File: src/rtl/gray_seg_decoder.sv
// Gray-code switch value to one 7-segment digit (units or tens), two register stages.
// Latency 2 cycles, one sample per cycle, no handshake.
module gray_seg_decoder #(
  parameter bit SEG_ACTIVE_LOW = 1'b1
) (
  input  logic       clk,
  input  logic       rst,
  input  logic [3:0] gray_code,
  input  logic       show_decades,
  output logic [6:0] display_code
);

  logic [3:0] gray_q;
  logic       sel_q;
  logic [3:0] bin;
  logic [3:0] digit;
  logic [6:0] seg_d;
  logic [6:0] seg_q;

  always_ff @(posedge clk or posedge rst) begin
    if (rst) begin
      gray_q <= 4'd0;
      sel_q  <= 1'b0;
    end else begin
      gray_q <= gray_code;
      sel_q  <= show_decades;
    end
  end

  assign bin[3] = gray_q[3];
  assign bin[2] = gray_q[3] ^ gray_q[2];
  assign bin[1] = gray_q[3] ^ gray_q[2] ^ gray_q[1];
  assign bin[0] = ^gray_q;

  always_comb begin
    digit = 4'd0;
    if (sel_q) begin
      digit = (bin >= 4'd10) ? 4'd1 : 4'd0;
    end else begin
      digit = (bin >= 4'd10) ? (bin - 4'd10) : bin;
    end
  end

  // Patterns held active-high {g,f,e,d,c,b,a}; all-zero means dark.
  always_comb begin
    seg_d = 7'b0000000;
    case (digit)
      4'd0:    seg_d = 7'b0111111;
      4'd1:    seg_d = 7'b0000110;
      4'd2:    seg_d = 7'b1011011;
      4'd3:    seg_d = 7'b1001111;
      4'd4:    seg_d = 7'b1100110;
      4'd5:    seg_d = 7'b1101101;
      4'd6:    seg_d = 7'b1111101;
      4'd7:    seg_d = 7'b0000111;
      4'd8:    seg_d = 7'b1111111;
      4'd9:    seg_d = 7'b1101111;
      default: seg_d = 7'b0000000;
    endcase
  end

  always_ff @(posedge clk or posedge rst) begin
    if (rst) begin
      seg_q <= 7'b0000000;
    end else begin
      seg_q <= seg_d;
    end
  end

  assign display_code = SEG_ACTIVE_LOW ? ~seg_q : seg_q;

endmodule

File: config.mk
export PLATFORM = sky130hd
export DESIGN_NAME = gray_seg_decoder
export DESIGN_NICKNAME = d
export VERILOG_FILES = /design/src/rtl/gray_seg_decoder.sv
export SDC_FILE = /design/constraint.sdc
export NUM_CORES = 1
export LEC_CHECK = 0
export ABC_AREA = 1
export CAP_MARGIN = 40
export CORE_MARGIN = 3
export CORE_UTILIZATION = 50
export DETAILED_ROUTE_END_ITERATION = 7
export PLACE_DENSITY = 0.76
export SYNTH_ARGS = -nofsm -noshare
export SYNTH_HDL_FRONTEND = slang
export SYNTH_SLANG_ARGS = --single-unit
File: constraint.sdc
create_clock -name clk -period 2.46 [get_ports clk]
set_clock_uncertainty 0.05 [all_clocks]
set_input_delay 0.369 -clock clk [delete_from_list [all_inputs] [get_ports clk]]
set_output_delay 0.369 -clock clk [all_outputs]
set_load 0.02 [all_outputs]
# Yosys cells after proc, flatten, opt, wreduce, memory -nomap -nowiden
# Memory sizes are Yosys's and may differ from the RTL's. A register that Yosys moved wholly into a read port is not among the register bits.
# Index checks and enable logic that the tools add are counted.
totals:
  wordCells: 12
  mem_bits_ro: 112
  regBits: 5
  mem_count: 1
  inputBits: 7
  out_inout_bits: 7
classes:
  bitwise: 3
  reduce_logical: 1
  n_addsub: 1
  mux: 3
  magnitude_cmp: 1
memory_table:
  columns: ["name", "depth", "word_bits", "rd", "rd_clocked_by_memory_dff", "write_ports", "line", "rtl"]
  rows:
  - ["(name not given)", 16, 7, 1, 1, 0, "47", "case (digit)"]
ops:
  columns: ["cell", "n"]
  rows:
  - ["4-bit two-way mux", 2]
  - ["7-bit NOT", 1]
  - ["4-bit greater-or-equal comparator (second input constant)", 1]
  - ["4-bit parity", 1]
  - ["4-bit subtractor (second input constant)", 1]
  - ["1-bit XOR", 2]
  - ["1-bit two-way mux", 1]

# Logic depth before layout (Yosys ltp)
depth:
  depth_word: 5
  mapped_depth: 14
  depth_no_buf: 14

# Worst setup path after synthesis
# No wires, ideal clock.
synth_timing:
  path_type: "flip-flop to flip-flop"
  from: "register gray_q[2]"
  to: "register seg_q[3]"
  required_time_ns: 2.345
  period_less_slack_ns: 1.929
  path_buffers: 0
  stages_incl_launch_ff: 13
  slack_ns: 0.531
  setup_ns: 0.065
  arrival_ns: 1.814
  path_cell_list: "dfrtp_1 -> inv_1 -> ha_1 -> inv_2 -> nand2_2 -> nand3_2 -> nand3_1 -> nand2_1 -> inv_1 -> ha_1 -> o21ai_0 -> nand2_1 -> nand2_1"
synth_via:
  elab_chain_cells: 5
  word_cells_on_any_way: 8
  cone_classes: "1 x add/sub; 1 x order compare; 3 x mux; 2 x bitwise; 1 x reduce/logical"
synth_rtl:
  columns: ["element", "line", "rtl"]
  rows:
  - ["start, declared", "13", "logic [3:0] gray_q;"]
  - ["start signal, assigned", "25", "gray_q <= gray_code;"]
  - ["1-bit XOR", "31, 32", null]
  - ["1-bit XOR", "32", "assign bin[1] = gray_q[3] ^ gray_q[2] ^ gray_q[1];"]
  - ["4-bit subtractor or 4-bit greater-or-equal comparator (tied branches)", "40, 38", null]
  - ["4-bit two-way mux or 1-bit two-way mux (tied branches)", "40, 38", null]
  - ["4-bit two-way mux *", "37", "if (sel_q) begin"]
  - ["end, declared", "18", "logic [6:0] seg_q;"]
# Every way passes the cells marked *; elsewhere a longest branch is shown, timed or not.

# Final worst setup path
# Same ends and word-level chain as after synthesis.

==> run metrics <==
CTS Root Cell clkbuf_4; core box area 1380 sq um; most frequent cell after synthesis nand2_1; CTS resizes 0; Syn Inst Count 93; Die Area 2080 sq um; Switching Share 0.335; die height 45.6 um; RR Endpoint seg_q[3]; DP Wirelength 1.05 mm; n_diodes 0; post-synthesis cell area 783 sq um; Placer Congestion 0.833; CP Class register to register; max-slew violations 0; dominant cells by area after synthesis dfrtp_1, ha_1, nand2_1, inv_1, nand3_1; number of buffers inserted by post-CTS setup repair 0; Period Utilization, post-route 0.864; unrepaired setup endpoints after global routing no; vias in the first global route 536; Startpoint Class register; Num CTS Buffers 3; Critical Path AT 2290 ps; Reg area 300 sq um; setup tns final 0 ps; status finished, final reports clean; I/O Buffers 13; Crit. End Element register; GRT Overall Usage 0.158; clk sink count 12; Post-layout nets 126; share of cells above drive strength 1 0.202; sequential power share 0.424; TritonRoute pass-1 iters 2; top-area cell type share of the netlist area 0.383; clk slew on worst S/H paths 70 ps; first-pass GRT wire length 2.21 mm; final hold violation count 0; peak supply drop 266 uV; Syn Nets 108; Post-Route WL 1.29 mm; Least-Margin Pin Slew 470 ps; number of flops mapped to enable cells by yosys 0; drt wl/cell 10.4 um; # fillers 126; Synth-to-Final Area Change 21.9%; NetSw 0.181 mW; Worst-Skew Late Latency 270 ps; register area share after synthesis 0.383; Leak 0.518 nW; area occupied by multi-input gates 397 sq um; Clock Power Share 0.218; synth unique cells 17; list of most frequent post-synthesis cells nand2_1, inv_1, dfrtp_1; H-tree Lvls 1; maxcap violations 0; Cell Int Power 0.360 mW; post-route setup slack 335 ps; flop2flop setup slack 330 ps; pwr dens 567 nW/um^2; Routed Antenna Nets 0; Iteration-0 DRC Markers 2; HP Class primary input to asynchronous set/reset pin; cts hold-fix bufs 0; Design Area, Final 955 sq um; Post-Place Cell Area 932 sq um; post-synthesis register bit count 12; via count 605; Logic pwr share 0.359; Rel. slew slack 0.687; dominant cell type by area after synthesis dfrtp_1; Post-synth top flop dfrtp_1; Starting Density 0.567; initial antenna violation count 0; TritonCTS clock tree yes; fin util 0.690; Residual DRC 0; Max clock buf depth 2; min Tclk post-route 2130 ps; Ys Warns 0; largest net degree at the start of global routing 13; Avg Cell Area, Syn 8.42 sq um; total global routing overflow 0; pre-CTS setup slack 344 ps; crit-path max FO 5; f_max 471 MHz; last element of the critical path seg_q[3]; # IOs 14; worst r2r src gray_q[2]; crit path launch gray_q[2]; drt via density 4.88; site row count 13; Post-synth ARST share 1.00; R2R depth 12; Die Wd 45.6 um; CP Data Required Time 2630 ps; final setup fails 0
## state kept, by name, indices dropped and copies added, names as in the netlist
name / count
gray_q: 4
seg_q: 7
sel_q: 1
## logic make-up after synthesis
group / share of synthesized area
AND/OR/NAND/NOR: 0.297
AO/OA/AOI/OAI: 0.0815
adder cells (fa/ha/maj): 0.128
flip-flops: 0.383
buffers and inverters: 0.110
## worst min path at each step
stage,start,endpoint,cells after the start
5_1_grt,rst,gray_q[1],2
3_3_place_gp,sel_q,seg_q[4],3
4_1_cts,rst,gray_q[3],2
6_report,rst,seg_q[3],2
2_1_floorplan,rst,gray_q[0],1
3_5_place_dp,sel_q,seg_q[3],3
## placed cells by master (no fill, tap or decap)
cell type	count
clkdlybuf4s50_1	13
nand3_4	2
nand3b_1	1
inv_2	6
nand3_1	8
o21ai_2	1
ha_1	8
clkbuf_4	3
nand2_2	5
nand2_1	21
o21ai_0	2
a21oi_2	1
o211ai_4	1
or2_1	1
nor2_1	1
o21ai_1	3
inv_1	17
dfrtp_1	12
nand3_2	3
## critical path, stage by stage, from the launching register on
cell and delay [ps]:
dfrtp_1 380, inv_1 50, ha_1 340, inv_2 110
nand2_2 70, nand3_2 90, nand3_1 110, nand2_1 180
inv_1 90, ha_1 310, o21ai_0 170, nand2_1 70
nand2_1 60
## stage by stage
step                hold WS (ps)  total power, mW  std cells
CTS                          376            0.551        124
floorplan                    184            0.362         93
detailed placement           577            0.430        121
global placement             568            0.424        121
finish                       367            0.541        124
global route                 379            0.585        124
## layer usage
layer  GRT usage  vias to the layer above  share of wire
li1            -                      316              -
met1       0.176                      270           0.45
met2       0.240                       14           0.46
met3      0.0830                        5          0.068
met4      0.0877                        0          0.020
met5           0                        -              0
## power groups by stage
stage          Clock (mW)  Combinational [mW]  Sequential (mW)
6_report            0.118               0.194            0.229
5_1_grt             0.137               0.217            0.231
4_1_cts             0.125               0.197            0.229
3_5_place_dp            0               0.196            0.233
3_3_place_gp            0               0.192            0.233
2_1_floorplan           0               0.130            0.231
## cell type report
type	count	share of cell area
Sequential cell	12	0.315
Timing Repair Buffer	13	0.136
Inverter	23	0.0904
Tap cell	15	0.0197
Clock buffer	3	0.0236
Multi-Input combinational cell	58	0.415
Note: power is estimated with default switching activity, not from simulation.
